$ cat src/rtl/gp9001_host_if.sv
// GP9001 host command processor: turns level-held CPU op strobes into VRAM pointer,
// register-file and VRAM port actions, answering each op with a held ACK.
module gp9001_host_if #(
  parameter int unsigned AW     = 14,
  parameter int unsigned NREG   = 16,
  parameter int unsigned RD_LAT = 1
) (
  input  logic                 CLK96,
  input  logic                 RESET96,
  input  logic                 OP_SET_RAM_PTR,
  input  logic                 OP_SELECT_REG,
  input  logic                 OP_WRITE_REG,
  input  logic                 OP_WRITE_RAM,
  input  logic                 OP_READ_RAM_H,
  input  logic                 OP_READ_RAM_L,
  input  logic [15:0]          DIN,
  output logic [15:0]          DOUT,
  output logic                 ACK,
  input  logic                 LVBL,
  output logic [AW-1:0]        VRAM_ADDR,
  output logic [15:0]          VRAM_DIN,
  output logic                 VRAM_WE,
  input  logic [15:0]          VRAM_Q,
  output logic [16*NREG-1:0]   REGS,
  output logic [16*NREG-1:0]   REGS_FRAME
);

  localparam int unsigned IW = $clog2(NREG);
  localparam int unsigned CW = (RD_LAT > 1) ? $clog2(RD_LAT) : 1;

  typedef enum logic [1:0] {S_IDLE, S_EXEC, S_RD_WAIT, S_DONE} state_e;
  typedef enum logic [2:0] {OP_NONE, OP_PTR, OP_SEL, OP_WREG, OP_WRAM, OP_RDH, OP_RDL} op_e;

  state_e               state_q, state_d;
  op_e                  op_q, op_req;
  logic [15:0]          din_q;
  logic [AW-1:0]        ptr_q;
  logic [IW-1:0]        idx_q;
  logic [CW-1:0]        cnt_q;
  logic [15:0]          dout_q;
  logic                 ack_q, ack_d;
  logic [AW-1:0]        vram_addr_q;
  logic [15:0]          vram_din_q;
  logic                 vram_we_q;
  logic                 lvbl_q;
  logic [NREG-1:0][15:0] regs_q;
  logic [NREG-1:0][15:0] frame_q;

  logic any_op, accept, exec, rd_last, capture, op_is_read;

  assign any_op = OP_SET_RAM_PTR | OP_SELECT_REG | OP_WRITE_REG |
                  OP_WRITE_RAM | OP_READ_RAM_H | OP_READ_RAM_L;

  always_comb begin
    op_req = OP_NONE;
    if      (OP_SET_RAM_PTR) op_req = OP_PTR;
    else if (OP_SELECT_REG)  op_req = OP_SEL;
    else if (OP_WRITE_REG)   op_req = OP_WREG;
    else if (OP_WRITE_RAM)   op_req = OP_WRAM;
    else if (OP_READ_RAM_H)  op_req = OP_RDH;
    else if (OP_READ_RAM_L)  op_req = OP_RDL;
  end

  assign op_is_read = (op_q == OP_RDH) || (op_q == OP_RDL);
  assign rd_last    = (cnt_q == CW'(RD_LAT - 1));

  always_ff @(posedge CLK96 or posedge RESET96) begin
    if (RESET96) state_q <= S_IDLE;
    else         state_q <= state_d;
  end

  always_comb begin
    state_d = state_q;
    unique case (state_q)
      S_IDLE:    if (any_op) state_d = S_EXEC;
      S_EXEC:    state_d = op_is_read ? S_RD_WAIT : S_DONE;
      S_RD_WAIT: if (rd_last) state_d = S_DONE;
      S_DONE:    if (!any_op) state_d = S_IDLE;
      default:   state_d = S_IDLE;
    endcase
  end

  always_comb begin
    accept  = (state_q == S_IDLE) && any_op;
    exec    = (state_q == S_EXEC);
    capture = (state_q == S_RD_WAIT) && rd_last;
    ack_d   = (state_q == S_DONE) && any_op;
  end

  // VRAM port is registered at acceptance so address, data and WE are valid for the whole EXEC clock.
  always_ff @(posedge CLK96 or posedge RESET96) begin
    if (RESET96) begin
      op_q        <= OP_NONE;
      din_q       <= '0;
      ptr_q       <= '0;
      idx_q       <= '0;
      cnt_q       <= '0;
      dout_q      <= '0;
      ack_q       <= 1'b0;
      vram_addr_q <= '0;
      vram_din_q  <= '0;
      vram_we_q   <= 1'b0;
      lvbl_q      <= 1'b0;
      regs_q      <= '0;
      frame_q     <= '0;
    end else begin
      ack_q     <= ack_d;
      vram_we_q <= accept && (op_req == OP_WRAM);
      if (accept) begin
        op_q  <= op_req;
        din_q <= DIN;
        if (op_req == OP_WRAM || op_req == OP_RDH || op_req == OP_RDL) vram_addr_q <= ptr_q;
        if (op_req == OP_WRAM) vram_din_q <= DIN;
      end
      if (exec) begin
        cnt_q <= '0;
        unique case (op_q)
          OP_PTR:  ptr_q <= din_q[AW-1:0];
          OP_SEL:  idx_q <= din_q[IW-1:0];
          OP_WREG: regs_q[idx_q] <= din_q;
          OP_WRAM: ptr_q <= ptr_q + 1'b1;
          default: ;
        endcase
      end else if (state_q == S_RD_WAIT) begin
        cnt_q <= cnt_q + 1'b1;
      end
      if (capture) begin
        dout_q <= VRAM_Q;
        if (op_q == OP_RDL) ptr_q <= ptr_q + 1'b1;
      end
      // Frame copy samples the pre-write register file, so a coincident WRITE_REG lands next frame.
      lvbl_q <= LVBL;
      if (lvbl_q && !LVBL) frame_q <= regs_q;
    end
  end

  assign DOUT       = dout_q;
  assign ACK        = ack_q;
  assign VRAM_ADDR  = vram_addr_q;
  assign VRAM_DIN   = vram_din_q;
  assign VRAM_WE    = vram_we_q;
  assign REGS       = regs_q;
  assign REGS_FRAME = frame_q;

endmodule

$ cat config.mk
export PLATFORM = sky130hd
export DESIGN_NAME = gp9001_host_if
export DESIGN_NICKNAME = d
export VERILOG_FILES = /design/src/rtl/gp9001_host_if.sv
export SDC_FILE = /design/constraint.sdc
export NUM_CORES = 1
export LEC_CHECK = 0
export ABC_CLOCK_PERIOD_IN_PS = 20000
export BUFFER_PORTS_ARGS = -buffer_cell sky130_fd_sc_hd__buf_2
export CAP_MARGIN = 20
export CORE_AREA = 2 2 236 238
export CTS_CLUSTER_DIAMETER = 60
export DETAILED_ROUTE_END_ITERATION = 12
export DIE_AREA = 0 0 238 240
export HOLD_SLACK_MARGIN = 0.06
export PLACE_DENSITY_LB_ADDON = 0.05
export SYNTH_ARGS = -nofsm -noshare
export SYNTH_HDL_FRONTEND = slang
export SYNTH_SLANG_ARGS = --single-unit
$ cat constraint.sdc
create_clock -name CLK96 -period 20 [get_ports CLK96]
set_input_delay 2 -clock CLK96 [delete_from_list [all_inputs] [get_ports CLK96]]
set_output_delay 2 -clock CLK96 [all_outputs]
set_load 0.01 [all_outputs]
## Word-level counts from Yosys, hierarchy flattened

Index checks and enable logic that the tools add are counted.

| word-level totals | value |
|---|---|
| flip-flop bits (word level) | 601 |
| bits in latches | 0 |
| RAM bits | 0 |
| memory bits (read-only) | 0 |
| bits of input ports | 41 |
| output and inout bits | 560 |
| memories kept | 0 |

| cells by class | value |
|---|---|
| $add $sub $neg | 2 |
| $mul | 0 |
| div/mod/pow operators | 0 |
| order comparisons | 2 |
| eq/ne operators | 15 |
| shift-type cells | 0 |
| mux-type cells | 20 |
| bitwise operators | 6 |
| reduce and logical (&&, ||, !) cells | 17 |

Operators with widths:

| operator | count |
|---|---|
| $bwmux W256 | 1 |
| $demux W16 S4 | 1 |
| $mux W14 | 3 |
| $pmux W14 S2 | 1 |
| $eq A3 B3 Y1 const B | 6 |
| $mux W3 | 6 |
| $mux W16 | 1 |
| $add A14 B1 Y14 const B | 1 |
| $pmux W2 S4 | 1 |
| $reduce_and A2 Y1 | 4 |
| $eq A3 B2 Y1 const B | 2 |
| $logic_and A1 B1 Y1 | 6 |
| $mux W2 | 3 |
| $ne A2 B2 Y1 const B | 3 |
| $lt A4 B5 Y1 const B | 1 |
| $or A1 B1 Y1 | 5 |
| $eq A2 B2 Y1 const B | 2 |
| $ge A4 B1 Y1 const B | 1 |
| $eq A3 B1 Y1 const B | 1 |
| $logic_or A1 B1 Y1 | 3 |
| $mux W1 | 3 |
| $reduce_and A3 Y1 | 1 |
| $eq A2 B1 Y1 const B | 1 |
| $logic_not A2 Y1 | 1 |
| other kinds (4) | 4 |

## Depth between registers and ports, before layout

Gate-level depths: netlist (run 1).

| logic depth | value |
|---|---|
| depth after elaboration | 10 |
| mapped depth | 8 |
| depth with buffers taken out | 6 |

## Worst setup path before layout (run 1)

Ideal clock, no wire load.

| timing path | value |
|---|---|
| path kind | input port to flip-flop |
| start point | input port OP_SELECT_REG |
| end point | register vram_din_q[0] (netlist: VRAM_DIN[0]) |
| data arrival time | 3,385 ps |
| required time | 19,875 ps |
| slack | 16,491 ps |
| stages | 5 |
| buffers on the path | 1 |
| cell sequence | nor3_4 nand3_4 nor4b_4 buf_6 mux2_2 |

| between the ends | value |
|---|---|
| cells in the longest elaborated chain, start to end | 7 |

RTL lines:

| what | line | text |
|---|---|---|
| start, declared | 11 | `input logic OP_SELECT_REG,` |
| $or A1 B1 Y1 (3 in a row) | 51 | `assign any_op = OP_SET_RAM_PTR \| OP_SELECT_REG \| OP_WRITE_REG \|` |
| $or A1 B1 Y1 (2 in a row) | 52 | `OP_WRITE_RAM \| OP_READ_RAM_H \| OP_READ_RAM_L;` |
| $logic_and A1 B1 Y1 | 84 | `accept = (state_q == S_IDLE) && any_op;` |
| $reduce_and A2 Y1 (no source line) * | n/a |  |
| end signal, assigned | 101 | `vram_din_q <= '0;` |
| end signal, assigned | 113 | `if (op_req == OP_WRAM) vram_din_q <= DIN;` |
| end, declared | 43 | `logic [15:0] vram_din_q;` |

Every way passes the cells marked *; elsewhere a longest branch is shown, timed or not.
A chain may end at the register's enable or synchronous reset.

==> flow_summary_export.csv, run 1 <==
group,metric,value,unit
detailed_routing,wl_per_cell,24.10,um
clock_network,clockBufferDepth,3,
setup_path,startpoint_type,"primary input",
global_routing,grt_remaining_overflow,0,
place,hpwl,48080,um
setup_path,crit_arrival,5.82,ns
sta,finalCriticalPeriod,5.198,ns
setup_path,crit_path_cell_trace,"buf_2 > inv_8 > buf_4 > buf_4 > buf_4 > buf_4",
cells_and_area,final_common_cell,"dfrtp_1",
power_and_ir_drop,ir_drop,87.34,uV
flow_run,maxCapViolations,0,
setup_path,regToRegStartpoint,"lvbl_q$_DFF_PP0_",
status,status,"complete, no violations",
cells_and_area,drive_above_1_share,63.32,%
sta,tightest_slew,1.144,ns
power_and_ir_drop,leakagePower,0.01612,uW
floorplanning,core-area,54660,um2
sta,rsz0062_at_grt,"no",
detailed_routing,drc,0,
sta,slew_headroom,23.71,%
clock_network,post_cts_buffers,0,
detailed_routing,vias,14460,
floorplanning,initial_utilization,42.31,%
setup_path,max_stage_delay,0.81,ns
clock_network,numCtsBuffers,69,
clock_network,root_buffer,"clkbuf_16",
setup_path,crit_path_max_fanout,126,
detailed_routing,wl_met2,33990,um
synth,synth_area,23130,um2
power_and_ir_drop,powerDensity,143.6,nW/um2
sta,drv_slew,0,
floorplanning,die_area,57120,um2
cells_and_area,nNetsFinal,2090,
setup_path,cp_top_family,"buffers and inverters",
cells_and_area,fillers,4672,
synth,synth_area_per_cell,16.05,um2
floorplanning,rows,86,
detailed_routing,dr.first_iter.drc_count,684,
cells_and_area,syn_to_final_growth,25.70,%
floorplanning,die_h,240,um
sta,finalHoldViolations,0,
power_and_ir_drop,power,4175,uW
place,port-buffer-count,600,
place,globalplace.congestion,0.8000,
synth,synthCells,1441,
synth,synth_ff_type,"dfrtp_1",
setup_path,cp_num_buf_inv,6,
synth,ys_seq_elements,601,
synth,synth_nets,1487,
setup_path,crit_path_frequent_cell,"buf_4",
detailed_routing,drtAntennaViolNets,0,
setup_path,worst_setup_path_end_kind,"async pin",
clock_network,cts_num_sinks,601,
sta,min_period_over_period,25.99,%
sta,skew,0.01831,ns
cells_and_area,fin_util,53.19,%
sta,fmax,192.4,MHz
setup_path,crit_type,"primary input to async pin",
cells_and_area,layout_common_cells,"601 x dfrtp_1, 600 x buf_2, 577 x mux2_2",
synth,yosysWarnings,0,
setup_path,crit_path_start,"RESET96",
cells_and_area,multiInputGateArea,7699,um2
setup_path,required,20.63,ns
sta,setup_viol,0,
detailed_routing,vias_per_cell,5.166,
clock_network,cts_tree,"yes",
clock_network,cts_resized,0,
synth,synth.distinct_cells,51,
clock_network,cts_hold_buffers,0,
detailed_routing,dr.pass1.iters,4,
detailed_routing,wl,67460,um
cells_and_area,seq_area,15040,um2
detailed_routing,wl_met3,3729,um
floorplanning,ios,601,
synth,synth_edf_count,0,
global_routing,grt_pass1_vias,14500,
global_routing,grt_use_total,23.32,%
synth,ys_seq_area_share,65.03,%
clock_network,htreeDepth,3,
setup_path,slowest_stage,"buf_4",
global_routing,grt_max_degree,164,
detailed_routing,top_layer,"met5",
clock_network,clk_pin_slew,0.06,ns
clock_network,clock_latency,0.59,ns
sta,setup-tns-final,0,ns
detailed_routing,met1_length,28310,um
global_routing,antenna_found_initial,4,
global_routing,grt_pass1_wl,98390,um
synth,async_flop_share,100.0,%
floorplanning,die_x,238,um
hold_path,min_path_type,"register to register",
hold_path,worstHoldStart,"VRAM_ADDR[4]$_DFFE_PP0P_",
==> per-layer routing <==
layer  GRT usage (%)  vias up
li1                -     6322
met1           30.54     7650
met2           39.23      403
met3           4.937       82
met4           6.818        4
met5               0        -
==> cell usage after synthesis, types with 2 or more instances <==
cell,count,area (um2)
nand2b_1,5,31.28
buf_6,2,22.52
nand3b_1,2,15.01
and2_1,8,50.05
nor3_2,3,30.03
inv_1,9,33.78
o21ai_0,8,40.04
buf_4,7,52.55
buf_1,6,22.52
o22ai_1,11,68.82
xor2_1,2,17.52
or3_1,3,18.77
nor2_2,9,56.30
ha_1,5,62.56
a31oi_1,2,12.51
clkbuf_1,50,187.7
buf_2,19,95.09
nand3_2,2,20.02
dfrtp_1,601,15040
a21oi_1,5,25.02
xnor2_1,10,87.58
nor3_1,4,20.02
nor2_1,10,37.54
nand3b_2,3,33.78
nor3b_1,12,90.09
nor2b_1,7,43.79
a211oi_1,13,97.59
nand3_1,6,30.03
mux2_2,577,6497
nand2_1,17,63.81
nor4_1,2,12.51
nand4_1,2,12.51
==> metrics by stage <==
stage	cells	area [um2]	hold WS [ns]	worst slack [ns]
after CTS	2796	29030	0.4892	14.59
after detailed placement	2675	26810	0.4703	13.96
final	2799	29070	0.4908	14.80
after global placement	2673	26770	0.4615	14.04
after floorplan	1441	23130	0.4885	1.177
after global routing	2798	29070	0.5045	14.11
==> worst reg2reg max path, cell delays in order (launching register included) <==
cell and delay, ns:
dfrtp_1 0.39, nand2b_4 0.60, buf_4 0.83, buf_4 0.92, mux2_2 0.45
==> final timing paths <==
kind | to | slack [ns] | depth (start not counted)
hold / removal | VRAM_ADDR[4]$_DFFE_PP0P_ | 0.49 | 2
setup / recovery | VRAM_DIN[15]$_DFFE_PP0P_ | 14.80 | 6
setup reg to reg | REGS_FRAME[110]$_DFFE_PP0P_ | 16.71 | 4
min in group asynchronous | lvbl_q$_DFF_PP0_ | 1.53 | 2
hold reg to reg | VRAM_ADDR[4]$_DFFE_PP0P_ | 0.49 | 2
max in group CLK96 | REGS_FRAME[110]$_DFFE_PP0P_ | 15.55 | 5
==> logic make-up after synthesis <==
family                   Yosys count  synth area share (%)
adder cells (fa/ha/maj)            5                0.2705
multiplexers                     577                 28.09
XOR/XNOR                          12                0.4544
flip-flops                       601                 65.03
AO/OA/AOI/OAI                     49                 1.428
AND/OR/NAND/NOR                  104                 2.938
buffers and inverters             93                 1.791
==> registers in the layout, summed over array words and instances, names as in the netlist <==
name,cells
ACK,1
DOUT,16
REGS,256
REGS_FRAME,256
VRAM_ADDR,14
VRAM_DIN,16
VRAM_WE,1
cnt_q,1
din_q,16
idx_q,4
lvbl_q,1
op_q,3
ptr_q,14
state_q,2
==> where the power goes <==
group          internal, uW  switching (uW)
logic                   508             489
registers              1530             422
clock network           736             485
==> final cells by class <==
cell class / count / area share, %
clock inverter: 17 / 0.4088
multi-input combinational: 747 / 26.48
timing repair buffer: 616 / 10.97
tap: 704 / 3.030
sequential: 601 / 51.73
antenna: 1 / 0.008607
clock buffer: 104 / 7.226
inverter: 9 / 0.1420
No activity file was read; power rests on OpenSTA's default activity.
==> run 2, diff against run 1 <==
--- a/config.mk
+++ b/config.mk
@@ -5,7 +5,7 @@
 export SDC_FILE = /design/constraint.sdc
 export NUM_CORES = 1
 export LEC_CHECK = 0
-export ABC_CLOCK_PERIOD_IN_PS = 20000
+export ABC_CLOCK_PERIOD_IN_PS = 4500
 export BUFFER_PORTS_ARGS = -buffer_cell sky130_fd_sc_hd__buf_2
 export CAP_MARGIN = 20
 export CORE_AREA = 2 2 236 238
==> constraint.sdc (replaced) <==
create_clock -name CLK96 -period 4.5 [get_ports CLK96]
set_input_delay 0.45 -clock CLK96 [delete_from_list [all_inputs] [get_ports CLK96]]
set_output_delay 0.45 -clock CLK96 [all_outputs]
set_load 0.01 [all_outputs]
==> run 2 against run 1 <==
  * Sequential share of layout area shrank 0.30 points
  * Utilization is 0.31 points higher
  * Largest cell class unchanged
  * Clock power rose to 4.5 times the previous value
  * Via count grew 0.42%
  * Combinational power rose to 4.7 times the previous value
  * Cell count is 0.36% higher
  * First-iteration DRC count decreased by 7.3%
  * Critical endpoint is now REGS[95]$_DFFE_PP0P_
  * Total power grew to 4.5 times the previous value
  * Critical path depth fell by 2
  * Non-clock buffer count grew 21
  * Worst setup slack got worse by 13 ns
  * Sequential power rose to 4.3 times the previous value
==> flow_summary_export.csv, run 2 (same netlist as run 1, synthesis figures left out) <==
group,metric,value,unit
status,status,"complete, no violations",
clock_network,clk_pin_slew,0.06,ns
power_and_ir_drop,leakagePower,0.01620,uW
hold_path,worst_hold_path.num_cells,2,
clock_network,root_buffer,"clkbuf_16",
detailed_routing,vias_per_cell,5.170,
sta,finalCriticalPeriod,2.807,ns
cells_and_area,syn_to_final_growth,26.43,%
setup_path,crit_path_max_fanout,23,
setup_path,cp_top_family,"simple AND/OR/NAND/NOR gates",
detailed_routing,dr.pass1.iters,4,
sta,rsz0062_at_grt,"no",
global_routing,grt_use_total,23.32,%
hold_path,min_path_type,"primary input to register",
detailed_routing,drtAntennaViolNets,0,
sta,drv_slew,0,
clock_network,cts_tree,"yes",
sta,tightest_slew,1.109,ns
flow_run,maxCapViolations,0,
setup_path,rr_worst_depth,4,
floorplanning,die_h,240,um
detailed_routing,wl,67660,um
global_routing,grt_remaining_overflow,0,
sta,fmax,356.3,MHz
sta,skew,0.01511,ns
place,globalplace.congestion,0.7921,
floorplanning,initial_utilization,42.31,%
clock_network,numCtsBuffers,66,
setup_path,crit_arrival,3.27,ns
cells_and_area,final_common_cell,"dfrtp_1",
detailed_routing,drc,0,
setup_path,max_stage_delay,0.88,ns
setup_path,crit_path_cell_trace,"and4bb_2 > nand3_1 > nor2_2 > mux2_2",
clock_network,post_cts_buffers,0,
global_routing,antenna_found_initial,4,
clock_network,cts_num_sinks,601,
place,port-buffer-count,600,
global_routing,grt_pass1_vias,14460,
setup_path,startpoint_type,"register",
clock_network,clockBufferDepth,3,
global_routing,grt_max_degree,136,
sta,setup_viol,0,
setup_path,crit_type,"register to register",
detailed_routing,wl_per_cell,24.09,um
cells_and_area,drive_above_1_share,63.33,%
sta,min_period_over_period,62.37,%
power_and_ir_drop,powerDensity,638.7,nW/um2
floorplanning,die_area,57120,um2
cells_and_area,layout_common_cells,"601 x dfrtp_1, 600 x buf_2, 577 x mux2_2",
cells_and_area,fin_util,53.50,%
cells_and_area,diodes,0,
clock_network,htreeDepth,3,
cells_and_area,nNetsFinal,2108,
floorplanning,rows,86,
floorplanning,core-area,54660,um2
global_routing,grt_pass1_wl,98280,um
setup_path,cp_num_buf_inv,0,
setup_path,worst_setup_path_end_kind,"register",
floorplanning,die_x,238,um
sta,finalHoldViolations,0,
setup_path,slowest_stage,"nor2_2",
floorplanning,ios,601,
place,dp.cells,2696,
power_and_ir_drop,ir_drop,392.5,uV
detailed_routing,dr.first_iter.drc_count,634,
setup_path,crit_cells,4,
cells_and_area,finalNonFillerCells,2809,
setup_path,required,4.96,ns
sta,slew_headroom,26.08,%
place,hpwl,49320,um
detailed_routing,vias,14520,
clock_network,clock_latency,0.59,ns
==> run 2: timing repair <==
item                      4_1_cts  5_1_grt
hold endpoints to repair       27        0
hold buffers                    2        0
gates resized for setup         0        0
==> run 2: worst paths after layout <==
path                                               end  slack [ns]                 startpoint
setup / recovery                  REGS[95]$_DFFE_PP0P_        1.69        op_q[2]$_DFFE_PP0P_
min in group asynchronous  REGS_FRAME[244]$_DFFE_PP0P_        0.56                    RESET96
hold reg to reg              VRAM_ADDR[11]$_DFFE_PP0P_        0.48  VRAM_ADDR[11]$_DFFE_PP0P_
hold / removal                     DOUT[9]$_DFFE_PP0P_        0.10                  VRAM_Q[9]
setup reg to reg                  REGS[95]$_DFFE_PP0P_        1.69        op_q[2]$_DFFE_PP0P_
max in group asynchronous         DOUT[15]$_DFFE_PP0P_        2.70                    RESET96
==> run 2: layout make-up <==
cell class / instances / area [um2]
fillers: 4753 / 25420
flip-flops and latches: 601 / 15040
multi-input cells: 747 / 7701
repair buffers: 637 / 3393
clock buffers: 96 / 1961
well taps: 704 / 880.8
clock inverters: 15 / 229.0
inverters: 9 / 37.54
==> run 2: metrics by stage <==
stage | hold slack (ns) | area [um2] | setup WS, ns | setup TNS [ns] | total power [uW]
final | 0.1004 | 29240 | 1.693 | 0 | 18680
after CTS | 0.06541 | 29240 | 1.655 | 0 | 18930
after detailed placement | 0.4748 | 27030 | 1.695 | 0 | 13370
after global routing | 0.07079 | 29240 | 1.547 | 0 | 19600
after global placement | 0.4721 | 27000 | 1.771 | 0 | 13220
after floorplan | 0.4814 | 23130 | -4.147 | -2492.48 | 10580
==> run 2: metal layers <==
metal	GRT usage (%)	vias to the layer above	part of all wire, %	wire length (um)
met2	39.91	390	51	34480
met3	4.914	88	4.9	3336
met4	5.530	6	1.9	1317
li1	-	6371	-	-
met5	0	-	0.050	34
met1	30.52	7667	42	28490
==> run 2: worst register-to-register path: stages, from the launching register on <==
cell	delay, ns
dfrtp_1	0.66
and4bb_2	0.43
nand3_1	0.28
nor2_2	0.88
mux2_2	0.43
==> run 2: where the power goes <==
| part | total (uW) | switching (uW) | internal [uW] |
|---|---|---|---|
| clock | 5500 | 2140 | 3350 |
| sequential | 8460 | 1640 | 6820 |
| combinational | 4720 | 2410 | 2300 |
==> run 3, diff against run 2 <==
--- a/config.mk
+++ b/config.mk
@@ -5,7 +5,7 @@
 export SDC_FILE = /design/constraint.sdc
 export NUM_CORES = 1
 export LEC_CHECK = 0
-export ABC_CLOCK_PERIOD_IN_PS = 4500
+export ABC_CLOCK_PERIOD_IN_PS = 2500
 export BUFFER_PORTS_ARGS = -buffer_cell sky130_fd_sc_hd__buf_2
 export CAP_MARGIN = 20
 export CORE_AREA = 2 2 236 238
==> constraint.sdc (replaced) <==
create_clock -name CLK96 -period 2.5 [get_ports CLK96]
set_input_delay 0.25 -clock CLK96 [delete_from_list [all_inputs] [get_ports CLK96]]
set_output_delay 0.25 -clock CLK96 [all_outputs]
set_load 0.01 [all_outputs]
==> run 3 against run 2 <==
  * Worst hold slack better by 0.0077 ns
  * Flip-flop and latch count unchanged
  * Register-to-register slack worse by 1.4 ns
  * Cell count up 2.5%
  * Clock power up 75%
  * Sequential share of layout area down 1.0 points
  * Cell area up 2.0%
  * Routed wire length up 1.1%
  * Sequential power up 76%
  * Worst setup slack worse by 1.4 ns
  * Largest power group unchanged
==> flow_summary_export.csv, run 3 (same netlist as run 1, synthesis figures left out) <==
group,metric,value,unit
place,dp.cells,2726,
setup_path,worst_setup_path_end_kind,"register",
detailed_routing,wl_per_cell,23.77,um
clock_network,root_buffer,"clkbuf_16",
setup_path,max_stage_delay,0.43,ns
global_routing,grt_remaining_overflow,0,
setup_path,crit_type,"register to register",
setup_path,crit_arrival,2.68,ns
sta,slew_headroom,27.30,%
clock_network,clockBufferDepth,3,
clock_network,clk_pin_slew,0.06,ns
setup_path,cp_top_family,"simple AND/OR/NAND/NOR gates",
setup_path,crit_path_max_fanout,16,
global_routing,grt_pass1_wl,99810,um
floorplanning,ios,601,
place,hpwl,49630,um
sta,setup_viol,0,
sta,rsz0062_at_grt,"no",
global_routing,grt_max_degree,108,
cells_and_area,finalNonFillerCells,2878,
clock_network,cts_tree,"yes",
sta,finalCriticalPeriod,2.227,ns
floorplanning,initial_utilization,42.31,%
detailed_routing,dr.first_iter.drc_count,694,
clock_network,numCtsBuffers,66,
floorplanning,rows,86,
setup_path,crit_path_cell_trace,"inv_1 > ha_1 > nand3_1 > nor2_2 > buf_4 > mux2_2",
detailed_routing,vias,14830,
global_routing,antenna_found_initial,1,
detailed_routing,dr.pass1.iters,5,
power_and_ir_drop,power,33590,uW
power_and_ir_drop,powerDensity,1126,nW/um2
sta,min_period_over_period,89.07,%
floorplanning,core-area,54660,um2
floorplanning,die_area,57120,um2
setup_path,required,2.96,ns
flow_run,maxCapViolations,0,
sta,finalHoldViolations,0,
sta,skew,0.01224,ns
power_and_ir_drop,leakagePower,0.01650,uW
setup_path,cp_num_buf_inv,2,
status,status,"complete, no violations",
cells_and_area,final_common_cell,"dfrtp_1",
global_routing,grt_pass1_vias,15060,
cells_and_area,nNetsFinal,2172,
clock_network,clock_latency,0.58,ns
detailed_routing,drtAntennaViolNets,0,
detailed_routing,vias_per_cell,5.153,
hold_path,min_path_type,"primary input to register",
power_and_ir_drop,ir_drop,602.4,uV
cells_and_area,fin_util,54.58,%
cells_and_area,drive_above_1_share,62.82,%
floorplanning,die_h,240,um
clock_network,cts_num_sinks,601,
floorplanning,die_x,238,um
place,globalplace.congestion,0.7896,
detailed_routing,wl,68420,um
detailed_routing,drc,0,
cells_and_area,layout_common_cells,"601 x dfrtp_1, 600 x buf_2, 577 x mux2_2",
sta,fmax,449.1,MHz
clock_network,htreeDepth,3,
setup_path,startpoint_type,"register",
global_routing,grt_use_total,23.62,%
place,port-buffer-count,600,
setup_path,slowest_stage,"dfrtp_1",
cells_and_area,syn_to_final_growth,29.01,%
sta,tightest_slew,1.090,ns
sta,drv_slew,0,
-- run 3: power by group --
part	total, uW	internal (uW)	switching, uW
logic	9030	4300	4730
registers	14900	12300	2640
clock network	9620	5820	3800
total	33600	22400	11200
-- run 3: final timing paths --
path,from,depth (start not counted),end,slack [ns]
setup reg to reg,state_q[1]$_DFFE_PP0P_,6,REGS[84]$_DFFE_PP0P_,0.27
setup / recovery,state_q[1]$_DFFE_PP0P_,6,REGS[84]$_DFFE_PP0P_,0.27
hold / removal,OP_READ_RAM_L,3,op_q[1]$_DFFE_PP0P_,0.11
hold reg to reg,VRAM_ADDR[7]$_DFFE_PP0P_,2,VRAM_ADDR[7]$_DFFE_PP0P_,0.49
min in group asynchronous,RESET96,4,REGS[30]$_DFFE_PP0P_,0.48
max in group asynchronous,RESET96,5,REGS_FRAME[133]$_DFFE_PP0P_,1.29
-- run 3: cell type report --
class	instances	area, um2
Clock inverter	8	97.59
Timing Repair Buffer	701	4019
Sequential cell	601	15040
Multi-Input combinational cell	747	7701
Clock buffer	107	2059
Inverter	9	37.54
Tap cell	704	880.8
Antenna cell	1	2.502
Fill cell	4671	24830
-- run 3: what timing repair did --
action                                 CTS  global route
buffers inserted                         0             0
endpoints found under the hold margin  112             0
resized for setup                        0             0
hold buffers                            35             0
setup endpoints to repair                0             0
-- run 3: metal layers --
metal / routed length (um) / vias up / track usage, % / part of all wire (%)
met5: 13 / - / 0 / 0.019
met4: 1331 / 2 / 6.686 / 1.9
li1: - / 6505 / - / -
met2: 35070 / 412 / 40.78 / 51
met1: 28720 / 7835 / 30.70 / 42
met3: 3286 / 77 / 4.145 / 4.8
-- run 3: stage by stage --
stage          hold WS, ns  cell area [um2]  worst slack [ns]  setup TNS, ns
2_1_floorplan       0.2814            23130            -5.947       -3574.28
3_3_place_gp        0.3751            27300            0.2827              0
3_5_place_dp        0.3772            27300            0.2859              0
4_1_cts            0.07205            29810            0.2592              0
5_1_grt             0.1277            29830           0.08842              0
6_report            0.1081            29840            0.2731              0
-- run 3: worst min-delay path, delay by kind of cell --
kind | cells | cell delay, ns
compound gates | 2 | 0.30
buf+inv | 1 | 0.10
